--- src/rtl/pipe_pkg.sv ---
// Shared constants for the elastic pipeline buffer chain.
package pipe_pkg;

    localparam int PIPE_MAX_STAGES = 8;
    localparam int PIPE_DATA_W     = 32;

    // Canonical NOP (addi x0,x0,0); only for benches and debug display, never injected.
    localparam logic [31:0] PIPE_NOP = 32'h0000_0013;

endpackage

--- src/rtl/pipe_stage.sv ---
// One valid/data register pair of the chain: loads from upstream, holds, or is cleared by flush.
module pipe_stage
    import pipe_pkg::*;
#(
    parameter int DATA_W = PIPE_DATA_W
) (
    input  logic              clk,
    input  logic              reset,
    input  logic              flush,
    input  logic              load,
    input  logic              up_valid,
    input  logic [DATA_W-1:0] up_data,
    output logic              v,
    output logic [DATA_W-1:0] d,
    output logic              v_nxt
);

    assign v_nxt = flush ? 1'b0 : (load ? up_valid : v);

    always_ff @(posedge clk or negedge reset) begin
        if (!reset) begin
            v <= 1'b0;
            d <= '0;
        end else begin
            v <= v_nxt;
            // Data only moves with a valid word so a bubble never overwrites held data.
            if (!flush && load && up_valid) begin
                d <= up_data;
            end
        end
    end

endmodule

--- src/rtl/pipe_buffer_chain.sv ---
// N-stage elastic valid/ready register chain with bubble collapse, flush and occupancy.
// Define PIPE_BUFFER_PERF_EN to add the stall_cnt / flush_drop_cnt performance counters.
module pipe_buffer_chain
    import pipe_pkg::*;
#(
    parameter int DATA_W = PIPE_DATA_W,
    parameter int STAGES = 2,
    parameter int CNT_W  = $clog2(STAGES + 1)
) (
    input  logic              clk,
    input  logic              reset,
    input  logic              in_valid,
    input  logic [DATA_W-1:0] in_data,
    output logic              in_ready,
    output logic              out_valid,
    output logic [DATA_W-1:0] out_data,
    input  logic              out_ready,
    input  logic              flush,
    output logic [CNT_W-1:0]  occupancy
`ifdef PIPE_BUFFER_PERF_EN
    ,
    output logic [31:0]       stall_cnt,
    output logic [31:0]       flush_drop_cnt
`endif
);

    logic [STAGES-1:0] v_q;
    logic [STAGES-1:0] v_nxt;
    logic [STAGES-1:0] rdy;
    logic [STAGES:0]   vin;
    logic [DATA_W-1:0] din [STAGES+1];
    logic [CNT_W-1:0]  occ_nxt;

    assign vin    = {v_q, in_valid};
    assign din[0] = in_data;

    // Stage k is ready unless it and every stage after it are full with the output stalled;
    // written unrolled so there is no combinational chain through a single vector.
    always_comb begin
        logic all_full;
        rdy = '0;
        for (int k = 0; k < STAGES; k++) begin
            all_full = 1'b1;
            for (int j = k; j < STAGES; j++) begin
                all_full = all_full & v_q[j];
            end
            rdy[k] = out_ready | ~all_full;
        end
    end

    for (genvar k = 0; k < STAGES; k++) begin : g_stage
        pipe_stage #(.DATA_W(DATA_W)) u_stage (
            .clk      (clk),
            .reset    (reset),
            .flush    (flush),
            .load     (rdy[k]),
            .up_valid (vin[k]),
            .up_data  (din[k]),
            .v        (v_q[k]),
            .d        (din[k+1]),
            .v_nxt    (v_nxt[k])
        );
    end

    assign in_ready  = rdy[0] & ~flush;
    assign out_valid = v_q[STAGES-1] & ~flush;
    assign out_data  = din[STAGES];

    always_comb begin
        occ_nxt = '0;
        for (int k = 0; k < STAGES; k++) begin
            occ_nxt = occ_nxt + CNT_W'(v_nxt[k]);
        end
    end

    always_ff @(posedge clk or negedge reset) begin
        if (!reset) begin
            occupancy <= '0;
        end else begin
            occupancy <= occ_nxt;
        end
    end

`ifdef PIPE_BUFFER_PERF_EN
    logic [32:0] drop_sum;

    assign drop_sum = {1'b0, flush_drop_cnt} + 33'(occupancy);

    always_ff @(posedge clk or negedge reset) begin
        if (!reset) begin
            stall_cnt      <= '0;
            flush_drop_cnt <= '0;
        end else begin
            if (out_valid && !out_ready && (stall_cnt != '1)) begin
                stall_cnt <= stall_cnt + 32'd1;
            end
            if (flush) begin
                flush_drop_cnt <= drop_sum[32] ? '1 : drop_sum[31:0];
            end
        end
    end
`endif

endmodule

--- config.mk ---
export PLATFORM = sky130hd
export DESIGN_NAME = pipe_buffer_chain
export DESIGN_NICKNAME = d
export VERILOG_FILES = /design/src/rtl/pipe_pkg.sv /design/src/rtl/pipe_stage.sv /design/src/rtl/pipe_buffer_chain.sv
export SDC_FILE = /design/constraint.sdc
export NUM_CORES = 1
export LEC_CHECK = 0
export CORE_MARGIN = 2
export CORE_UTILIZATION = 44
export DETAILED_ROUTE_END_ITERATION = 10
export PLACE_DENSITY_LB_ADDON = 0.08
export SLEW_MARGIN = 20
export SYNTH_ARGS = -nofsm -noshare
export SYNTH_HDL_FRONTEND = slang
export SYNTH_HIERARCHICAL = 1
export SYNTH_SLANG_ARGS = --single-unit
--- constraint.sdc ---
create_clock -name clk -period 1.1 [get_ports clk]
set_input_delay 0.22 -clock clk [delete_from_list [all_inputs] [get_ports clk]]
set_output_delay 0.22 -clock clk [all_outputs]
set_load 0.03 [all_outputs]
==> flow_metrics.env, run 1 <==
export IMPL_route_antenna_remaining_nets=0
export IMPL_layout_cells_most_common="sky130_fd_sc_hd__dfrtp_1"
export IMPL_final_cell_area_um2=4310
export IMPL_die_y_um=84.4
export IMPL_slowest_delay_ns=0.43
export IMPL_timing_critical_path_fanout_max=14
export IMPL_rsz0062_at_grt="true"
export IMPL_reg2reg_slack_ns=-0.29
export IMPL_grt_pass1_vias=1886
export IMPL_worstMarginPinSlew_ns=0.363
export IMPL_r2r_end="g_stage[1].u_stage/d[30]$_DFFE_PN0P_"
export IMPL_diodes=0
export IMPL_combinationalPowerShare_pct=36.6
export IMPL_routed_via_density=4.76
export IMPL_regToRegStartpoint="g_stage[1].u_stage/v$_DFF_PN0_"
export IMPL_maxUsedRoutingLayer="met4"
export IMPL_grt_max_degree=69
export IMPL_highest_count_cells_in_the_layout_ignoring_fill_and_taps="sky130_fd_sc_hd__dfrtp_1, sky130_fd_sc_hd__mux2_4, sky130_fd_sc_hd__buf_6"
export IMPL_drc=0
export IMPL_routed_wire_length_mm=5.78
export IMPL_ff2ff_path_depth=4
export IMPL_synth_lib_cells_used_distinct=11
export IMPL_buffer_ports_inserted=72
export IMPL_routed_via_count=1670
export IMPL_switching_share_pct=30.5
export IMPL_setup_violations_final=79
export IMPL_element_type_at_the_critical_path_end="register"
export IMPL_synth_ff_latch_count=68
export IMPL_setup_worst_path_end="g_stage[1].u_stage/d[30]$_DFFE_PN0P_"
export IMPL_n_fill_cell=440
export IMPL_path_clk_slew_ns=0.08
export IMPL_maxCapViolations=0
export IMPL_tritoncts="yes"
export IMPL_finalHoldViolations=0
export IMPL_preCtsSetupSlack_ns=-0.587
export IMPL_crit_slowest_cell="sky130_fd_sc_hd__dfrtp_1"
export IMPL_cts_path_max_buffers=2
export IMPL_detailroute_wirelength_met2_mm=2.79
export IMPL_hpwlAfterDp_mm=3.57
export IMPL_power_density_nw_per_um2=2030
export IMPL_die_area_um2=7120
export IMPL_mappedNetlistArea_um2=2840
export IMPL_timing_worst_setup_path_type="register to register"
export IMPL_run_status="complete, but fails checks"
export IMPL_power_clock_fraction_pct=24.3
export IMPL_area_growth_synth_to_final_pct=51.7
export IMPL_root_buffer="sky130_fd_sc_hd__clkbuf_8"
export IMPL_grt_pass1_wl_mm=9.52
export IMPL_cts_made_buffers=9
export IMPL_slew_violations=0
export IMPL_timing_clock_skew_ns=0.00873
export IMPL_clock_latency_ns=0.34
export IMPL_worstPathCellList="nand2b_1 > nand3b_4 > buf_12 > mux2_4"
export IMPL_cts_max_level=3
export IMPL_timing_final_ws_setup_ns=-0.287
export IMPL_postPlaceCellArea_um2=3630
export IMPL_initial_antenna_violation_count=0
export IMPL_syn_inst=149
export IMPL_avgRoutedWirePerCell_um=16.5
export IMPL_num_rows=29
export IMPL_fp_coreArea_um2=6310
export IMPL_detailroute_wirelength_met3_um=326
export IMPL_top_level_ports=73
export IMPL_peakVddDrop_mv=1.06
export IMPL_layout_area_seq_um2=1700
export IMPL_mappedNetlistNets=187
export IMPL_min_period_over_period_pct=126
export IMPL_failed_checks="negative setup slack"
export IMPL_max_clock_freq_ghz=0.721
export IMPL_detail_route_wirelength_met1_mm=2.58
export IMPL_detailedRoute_firstIterationViolations=69
export IMPL_critPathRequiredTime_ns=1.32
export IMPL_detail_route_first_pass_iterations=4
export IMPL_gr_total_overflow=0
export IMPL_combined_area_of_the_multi_input_logic_cells_um2=1090
export IMPL_hold_path_class="input port to async pin"
export IMPL_leakage_power_nw=2.20
export IMPL_synth_yosys_seq_area_share_pct=59.9
export IMPL_seqPwrFrac_pct=39.1
export IMPL_startpoint="g_stage[1].u_stage/v$_DFF_PN0_"
export IMPL_track_usage_pct=17.2
export IMPL_switchingPower_mw=2.66
export IMPL_cp_start_kind="register"
export IMPL_synth_area_per_cell_um2=19.1
export IMPL_p_int_mw=6.07
export IMPL_final_nets=307
export IMPL_min_period_ns=1.39
export IMPL_slew_headroom_pct=75.8
export IMPL_critical_path_arrival_ns=1.61
export IMPL_globalplace_congestion=0.768
export IMPL_yosysWarningCount=6
export IMPL_dieWidth_um=84.4
export IMPL_initial_core_util_pct=45.0
export IMPL_layout_drive_gt1_share_pct=60.2
export IMPL_cts_sinks=68
-- power by group through the flow --
stage / Clock (mW) / Sequential (mW) / Combinational [mW]
5_1_grt: 2.30 / 3.48 / 3.35
4_1_cts: 2.18 / 3.41 / 3.08
3_5_place_dp: 0 / 3.42 / 2.51
3_3_place_gp: 0 / 3.37 / 2.47
6_report: 2.12 / 3.42 / 3.20
2_1_floorplan: 0 / 4.06 / 0.875
-- synth_stat cells --
| library cell | n | area share (%) |
|---|---|---|
| sky130_fd_sc_hd__dfrtp_1 | 68 | 60 |
| sky130_fd_sc_hd__mux2_4 | 60 | 32 |
| sky130_fd_sc_hd__buf_6 | 6 | 2.4 |
| sky130_fd_sc_hd__mux2_2 | 4 | 1.6 |
| sky130_fd_sc_hd__nand3b_4 | 3 | 2.1 |
| sky130_fd_sc_hd__mux2i_1 | 2 | 0.70 |
| sky130_fd_sc_hd__nor2_1 | 2 | 0.26 |
| sky130_fd_sc_hd__ha_1 | 1 | 0.44 |
| sky130_fd_sc_hd__nand2b_1 | 1 | 0.22 |
| sky130_fd_sc_hd__nor2b_1 | 1 | 0.22 |
| sky130_fd_sc_hd__nor2b_4 | 1 | 0.48 |
-- routing by layer --
metal	track usage, %	up-vias
li1	-	761
met1	22.1	853
met2	27.3	48
met3	5.11	8
met4	7.07	0
met5	0	-
-- flip-flops by register name, indices dropped and copies added (netlist names) --
name and count:
g_stage.u_stage/v 2, occupancy 2, g_stage.u_stage/d 64
-- worst min-delay path by stage --
stage	from	end	slack, ns	cells past startpoint
2_1_floorplan	reset	g_stage[0].u_stage/d[0]$_DFFE_PN0P_	-0.08	0
3_3_place_gp	reset	g_stage[1].u_stage/d[13]$_DFFE_PN0P_	0.26	2
3_5_place_dp	reset	g_stage[0].u_stage/d[8]$_DFFE_PN0P_	0.27	2
4_1_cts	reset	g_stage[0].u_stage/d[8]$_DFFE_PN0P_	0.44	3
5_1_grt	reset	g_stage[0].u_stage/d[13]$_DFFE_PN0P_	0.45	3
6_report	reset	g_stage[0].u_stage/d[8]$_DFFE_PN0P_	0.41	3
-- per-stage QoR --
step | cells | setup TNS [ns] | total power, mW | hold slack, ns | utilization, %
2_1_floorplan | 149 | -8.49 | 4.94 | -0.0756 | -
5_1_grt | 351 | -21.42 | 9.13 | 0.449 | 68.3
4_1_cts | 341 | -16.52 | 8.68 | 0.438 | 66.5
3_5_place_dp | 302 | -35.00 | 5.93 | 0.271 | 57.6
3_3_place_gp | 302 | -32.00 | 5.84 | 0.257 | 57.6
6_report | 351 | -18.00 | 8.73 | 0.414 | 68.3
-- layout make-up --
type	count	area share [%]
flip-flops and latches	68	39.5
clock buffers	10	3.19
repair buffers	115	28.2
clock inverters	6	1.65
well taps	77	2.24
multi-input cells	75	25.2
-- cell families after synthesis --
kind of cell | share of synthesized area, %
muxes | 34.0
and+or+nand+nor | 3.30
buffers and inverters | 2.38
DFF | 59.9
adders and majority gates | 0.440
-- repair_timing --
action | in CTS | in global routing
setup buffers | 21 | 8
setup endpoints to repair | 102 | 103
cloned | 1 | 3
hold endpoints to repair | 68 | 0
pin swaps | 2 | 2
hold buffers | 1 | 0
resized for setup | 42 | 0
-- critical path, delay by kind of cell (launching register included) --
family | cells | cell delay, ns
and+or+nand+nor | 2 | 0.33
muxes | 1 | 0.30
buffers and inverters | 1 | 0.21
DFF | 1 | 0.43
Note: power is estimated with default switching activity, not from simulation.
==> run 2: changes to the inputs <==
--- a/config.mk
+++ b/config.mk
@@ -5,10 +5,12 @@
 export SDC_FILE = /design/constraint.sdc
 export NUM_CORES = 1
 export LEC_CHECK = 0
+export ABC_CLOCK_PERIOD_IN_PS = 1100
 export CORE_MARGIN = 2
 export CORE_UTILIZATION = 44
 export DETAILED_ROUTE_END_ITERATION = 10
-export PLACE_DENSITY_LB_ADDON = 0.08
+export PLACE_DENSITY_LB_ADDON = 0.05
+export RECOVER_POWER = 100
 export SLEW_MARGIN = 20
 export SYNTH_ARGS = -nofsm -noshare
 export SYNTH_HDL_FRONTEND = slang
==> run 2 against run 1 <==
Effect of this change: the run still ends with negative setup slack left; critical path depth decreased by 1; combinational power about the same; register-to-register slack improved by 0.05 ns; routed wire length increased by 0.29%; worst setup slack improved by 0.0059 ns; power increased by 4.1%; count of clock-buffer cells in the layout unchanged; design area decreased by 0.52%; core utilization decreased by 0.36 points; largest power group unchanged; sequential power about the same.
==> flow_metrics.env, run 2 (synthesis results as in run 1) <==
export IMPL_timing_critical_path_max_delay_family="flip-flops"
export IMPL_die_area_um2=7120
export IMPL_finalHoldViolations=0
export IMPL_clock_latency_ns=0.34
export IMPL_cp_start_kind="register"
export IMPL_cts_sinks=68
export IMPL_final_nets=307
export IMPL_tritoncts="yes"
export IMPL_post_layout_nonfiller_instances=351
export IMPL_layout_area_seq_um2=1700
export IMPL_postPlaceCellArea_um2=3650
export IMPL_avgRoutedWirePerCell_um=16.5
export IMPL_area_growth_synth_to_final_pct=50.9
export IMPL_worstPathCellList="nand3b_4 > nor2b_4 > buf_6"
export IMPL_power_density_nw_per_um2=2120
export IMPL_route_antenna_remaining_nets=0
export IMPL_fp_coreArea_um2=6310
export IMPL_die_y_um=84.4
export IMPL_routed_via_count=1640
export IMPL_routed_wire_length_mm=5.79
export IMPL_critical_path_arrival_ns=1.16
export IMPL_layout_top_registers="g_stage.u_stage/d x64, g_stage.u_stage/v x2, occupancy x2"
export IMPL_peakVddDrop_mv=1.38
export IMPL_setup_violations_final=80
export IMPL_root_buffer="sky130_fd_sc_hd__clkbuf_8"
export IMPL_detail_route_first_pass_iterations=4
export IMPL_hold_path_class="input port to register"
export IMPL_min_period_over_period_pct=126
export IMPL_initial_antenna_violation_count=0
export IMPL_maxCapViolations=0
export IMPL_diodes=0
export IMPL_layout_cells_most_common="sky130_fd_sc_hd__dfrtp_1"
export IMPL_run_status="complete, but fails checks"
export IMPL_routed_via_density=4.67
export IMPL_rsz0062_at_grt="true"
export IMPL_num_rows=29
export IMPL_buffer_ports_inserted=72
export IMPL_cts_made_buffers=9
export IMPL_largest_register_ffs=64
export IMPL_timing_worst_setup_path_type="register to primary output"
export IMPL_timing_critical_path_fanout_max=3
export IMPL_timing_clock_skew_ns=0.00842
export IMPL_leakage_power_nw=2.19
export IMPL_top_level_ports=73
export IMPL_cts_max_level=3
export IMPL_crit_slowest_cell="sky130_fd_sc_hd__dfrtp_2"
export IMPL_max_clock_freq_ghz=0.724
export IMPL_hpwlAfterDp_mm=3.78
export IMPL_drc=0
export IMPL_grt_max_degree=69
export IMPL_failed_checks="negative setup slack"
export IMPL_worstMarginPinSlew_ns=0.605
export IMPL_final_cell_area_um2=4290
export IMPL_detailedRoute_firstIterationViolations=36
export IMPL_dieWidth_um=84.4
export IMPL_slew_violations=0
export IMPL_path_clk_slew_ns=0.07
export IMPL_layout_drive_gt1_share_pct=60.6
export IMPL_grt_pass1_wl_mm=9.45
export IMPL_min_period_ns=1.38
export IMPL_globalplace_congestion=0.795
export IMPL_combined_area_of_the_multi_input_logic_cells_um2=1090
export IMPL_slew_headroom_pct=59.7
export IMPL_track_usage_pct=17.3
export IMPL_cts_path_max_buffers=2
export IMPL_preCtsSetupSlack_ns=-0.565
export IMPL_critPathRequiredTime_ns=0.88
export IMPL_gr_total_overflow=0
export IMPL_place_detailed_instances=304
export IMPL_slowest_delay_ns=0.44
export IMPL_fin_total_pwr_mw=9.09
export IMPL_highest_count_cells_in_the_layout_ignoring_fill_and_taps="sky130_fd_sc_hd__dfrtp_1, sky130_fd_sc_hd__mux2_4, sky130_fd_sc_hd__buf_6"
export IMPL_timing_final_ws_setup_ns=-0.282
export IMPL_element_type_at_the_critical_path_end="primary output"
export IMPL_grt_pass1_vias=1860
export IMPL_initial_core_util_pct=45.0
export IMPL_path_buf_inv=1
export IMPL_utilization_pct=67.9
export IMPL_n_fill_cell=447
export IMPL_registers_top_by_ff_count="g_stage.u_stage/d"
-- run 2: changes by cell type in the layout (fill, tap and decap cells not counted), moves of 2 or more --
cell,change
sky130_fd_sc_hd__buf_4,+2
sky130_fd_sc_hd__clkbuf_16,-2
sky130_fd_sc_hd__bufinv_16,+2
sky130_fd_sc_hd__buf_6,+2
-- run 2: final cells by class --
cell class,count,share of cell area (%)
clock inverter,6,2.60
sequential,68,39.7
clock buffer,10,2.98
multi-input combinational,75,25.5
tap,77,2.25
timing repair buffer,115,26.9
-- run 2: layer usage --
layer	wire, um	global-route usage (%)	up-vias	part of all wire (%)
met1	2450	21.9	822	42
met2	2970	28.4	47	51
met5	0	0	-	0
met4	112	8.23	0	1.9
met3	258	3.83	10	4.5
li1	-	-	761	-
-- run 2: metrics by stage --
step | hold WS [ns] | setup TNS [ns]
2_1_floorplan | -0.0756 | -8.49
3_3_place_gp | 0.254 | -32.55
3_5_place_dp | 0.268 | -35.56
4_1_cts | 0.439 | -15.81
5_1_grt | 0.485 | -18.21
6_report | 0.495 | -14.04
-- run 2: where the power goes --
group          leakage (nW)  total, mW  switching (mW)  internal, mW
Clock                 0.117       2.46           0.951          1.51
Sequential            0.807       3.44           0.393          3.04
Combinational          1.27       3.19            1.29          1.90
-- run 2: final timing paths --
kind / start / to / slack, ns / cells past startpoint
max in group asynchronous: reset / g_stage[0].u_stage/v$_DFF_PN0_ / 0.12 / 3
worst max-delay path: g_stage[1].u_stage/v$_DFF_PN0_ / in_ready / -0.28 / 3
worst min register to register: g_stage[0].u_stage/d[15]$_DFFE_PN0P_ / g_stage[1].u_stage/d[15]$_DFFE_PN0P_ / 0.51 / 1
worst max register to register: g_stage[1].u_stage/v$_DFF_PN0_ / occupancy[0]$_DFF_PN0_ / -0.24 / 5
min in group asynchronous: reset / g_stage[1].u_stage/d[29]$_DFFE_PN0P_ / 0.51 / 3
worst min-delay path: in_data[1] / g_stage[0].u_stage/d[1]$_DFFE_PN0P_ / 0.50 / 2
-- run 2: repair_timing --
item	4_1_cts	5_1_grt
setup buffers	19	11
pin swaps	1	1
hold endpoints to repair	68	0
hold buffers	1	0
gates resized for setup	44	2
setup endpoints to repair	101	103
==> run 3: changes to the inputs <==
--- a/config.mk
+++ b/config.mk
@@ -6,12 +6,13 @@
 export NUM_CORES = 1
 export LEC_CHECK = 0
 export ABC_CLOCK_PERIOD_IN_PS = 1100
+export CORE_ASPECT_RATIO = 0.8
 export CORE_MARGIN = 2
 export CORE_UTILIZATION = 44
 export DETAILED_ROUTE_END_ITERATION = 10
 export PLACE_DENSITY_LB_ADDON = 0.05
 export RECOVER_POWER = 100
-export SLEW_MARGIN = 20
+export SLEW_MARGIN = 10
 export SYNTH_ARGS = -nofsm -noshare
 export SYNTH_HDL_FRONTEND = slang
 export SYNTH_HIERARCHICAL = 1
==> run 3 against run 2 <==
Effect of this change: the run still ends with negative setup slack left; final cell count increased by 0.85%; routed wire length fell by 3.9%; maximum frequency decreased by 0.86%; die area hardly changed; power is 2.8% lower; worst setup slack got worse by 0.012 ns; count of clock-buffer cells in the layout is the same; sequential power about the same; highest routed layer unchanged.
==> flow_metrics.env, run 3 (synthesis results as in run 1) <==
export IMPL_fp_coreArea_um2=6310
export IMPL_hold_path_class="input port to async pin"
export IMPL_die_area_um2=7120
export IMPL_preCtsSetupSlack_ns=-0.544
export IMPL_rsz0062_at_grt="true"
export IMPL_timing_worst_setup_path_type="register to primary output"
export IMPL_power_density_nw_per_um2=2080
export IMPL_max_clock_freq_ghz=0.718
export IMPL_timing_final_ws_setup_ns=-0.294
export IMPL_cts_sinks=68
export IMPL_leakage_power_nw=2.17
export IMPL_tritoncts="yes"
export IMPL_hpwlAfterDp_mm=3.75
export IMPL_die_y_um=75.9
export IMPL_grt_max_degree=27
export IMPL_layout_top_registers="g_stage.u_stage/d x64, g_stage.u_stage/v x2, occupancy x2"
export IMPL_diodes=0
export IMPL_slew_violations=0
export IMPL_element_type_at_the_critical_path_end="primary output"
export IMPL_detailedRoute_firstIterationViolations=51
export IMPL_slew_headroom_pct=78.0
export IMPL_detail_route_wirelength_met1_mm=2.35
export IMPL_detailroute_wirelength_met3_um=342
export IMPL_routed_wire_length_mm=5.56
export IMPL_registers_top_by_ff_count="g_stage.u_stage/d"
export IMPL_failed_checks="negative setup slack"
export IMPL_grt_pass1_vias=1815
export IMPL_final_nets=304
export IMPL_track_usage_pct=17.1
export IMPL_routed_via_density=4.60
export IMPL_run_status="complete, but fails checks"
export IMPL_clock_latency_ns=0.34
export IMPL_num_rows=26
export IMPL_maxUsedRoutingLayer="met4"
export IMPL_routed_via_count=1630
export IMPL_grt_pass1_wl_mm=9.00
export IMPL_largest_register_ffs=64
export IMPL_drc=0
export IMPL_peakVddDrop_mv=1.17
export IMPL_gr_total_overflow=0
export IMPL_dieWidth_um=93.8
export IMPL_avgRoutedWirePerCell_um=15.7
export IMPL_initial_antenna_violation_count=0
export IMPL_detail_route_first_pass_iterations=3
export IMPL_min_period_ns=1.39
export IMPL_globalplace_congestion=0.716
export IMPL_initial_core_util_pct=45.0
export IMPL_path_clk_slew_ns=0.08
export IMPL_utilization_pct=67.4
export IMPL_reg2reg_slack_ns=-0.25
export IMPL_layout_drive_gt1_share_pct=60.4
export IMPL_layout_cells_most_common="sky130_fd_sc_hd__dfrtp_1"
export IMPL_area_growth_synth_to_final_pct=49.6
export IMPL_highest_count_cells_in_the_layout_ignoring_fill_and_taps="sky130_fd_sc_hd__dfrtp_1, sky130_fd_sc_hd__mux2_4, sky130_fd_sc_hd__buf_6"
export IMPL_timing_critical_path_fanout_max=3
export IMPL_timing_clock_skew_ns=0.00832
export IMPL_finalHoldViolations=0
export IMPL_root_buffer="sky130_fd_sc_hd__clkbuf_8"
export IMPL_maxCapViolations=0
export IMPL_critPathRequiredTime_ns=0.88
export IMPL_cp_start_kind="register"
export IMPL_cts_max_level=3
export IMPL_setup_violations_final=83
export IMPL_top_level_ports=73
export IMPL_cts_made_buffers=9
export IMPL_route_antenna_remaining_nets=0
export IMPL_buffer_ports_inserted=72
export IMPL_min_period_over_period_pct=127
export IMPL_worstMarginPinSlew_ns=0.330
export IMPL_critical_path_arrival_ns=1.17
export IMPL_detailroute_wirelength_met2_mm=2.81
export IMPL_cts_path_max_buffers=2
## run 3: cell count changes in the layout (fill, tap and decap cells not counted), sizes merged
cell | before | now
clkbuf | 10 | 12
buf | 79 | 74
bufinv | 3 | 2
## run 3: metrics by stage
step | hold slack (ns) | instance area, um2 | setup TNS, ns | total power [mW] | std cells
after floorplan | -0.0756 | 2840 | -8.49 | 4.94 | 149
after global placement | 0.148 | 3690 | -32.24 | 5.87 | 312
after detailed placement | 0.158 | 3690 | -33.81 | 5.95 | 312
after CTS | 0.322 | 4220 | -15.31 | 8.83 | 345
after global routing | 0.321 | 4250 | -17.48 | 9.25 | 354
final | 0.294 | 4250 | -14.34 | 8.84 | 354
## run 3: worst paths after layout
| kind | to | cells past startpoint | start |
|---|---|---|---|
| worst min register to register | g_stage[1].u_stage/d[12]$_DFFE_PN0P_ | 1 | g_stage[0].u_stage/d[12]$_DFFE_PN0P_ |
| worst min-delay path | g_stage[1].u_stage/d[7]$_DFFE_PN0P_ | 2 | reset |
| max in group asynchronous | g_stage[0].u_stage/v$_DFF_PN0_ | 3 | reset |
| worst max-delay path | in_ready | 3 | g_stage[1].u_stage/v$_DFF_PN0_ |
| worst max register to register | occupancy[0]$_DFF_PN0_ | 5 | g_stage[1].u_stage/v$_DFF_PN0_ |
| min in group clk | g_stage[0].u_stage/d[24]$_DFFE_PN0P_ | 2 | in_data[24] |
## run 3: cell type report
cell class | instances | area (um2)
sequential | 68 | 1700
timing repair buffer | 112 | 1120
multi-input combinational | 75 | 1100
tap | 84 | 105
clock inverter | 5 | 85.1
clock buffer | 10 | 138
fill | 450 | 2060
## run 3: repair_timing
item	in CTS	in global routing
buffers inserted	17	9
setup endpoints to repair	101	104
gates resized for setup	44	2
hold endpoints to repair	10	0
pin swaps	1	2
hold buffers	1	0
## run 3: layer usage
| layer | global-route usage [%] | vias to the layer above |
|---|---|---|
| li1 | - | 751 |
| met1 | 20.7 | 826 |
| met2 | 28.3 | 45 |
| met3 | 7.22 | 8 |
| met4 | 5.31 | 0 |
| met5 | 0 | - |
## run 3: critical path, cell delays in order (launching register included)
cell,delay (ns)
sky130_fd_sc_hd__dfrtp_2,0.45
sky130_fd_sc_hd__nand3b_4,0.11
sky130_fd_sc_hd__nor2b_4,0.15
sky130_fd_sc_hd__buf_6,0.13
## run 3: where the power goes
group	internal (mW)	switching, mW
combinational	1.86	1.27
clock	1.34	0.940
sequential	3.04	0.386
total	6.24	2.60
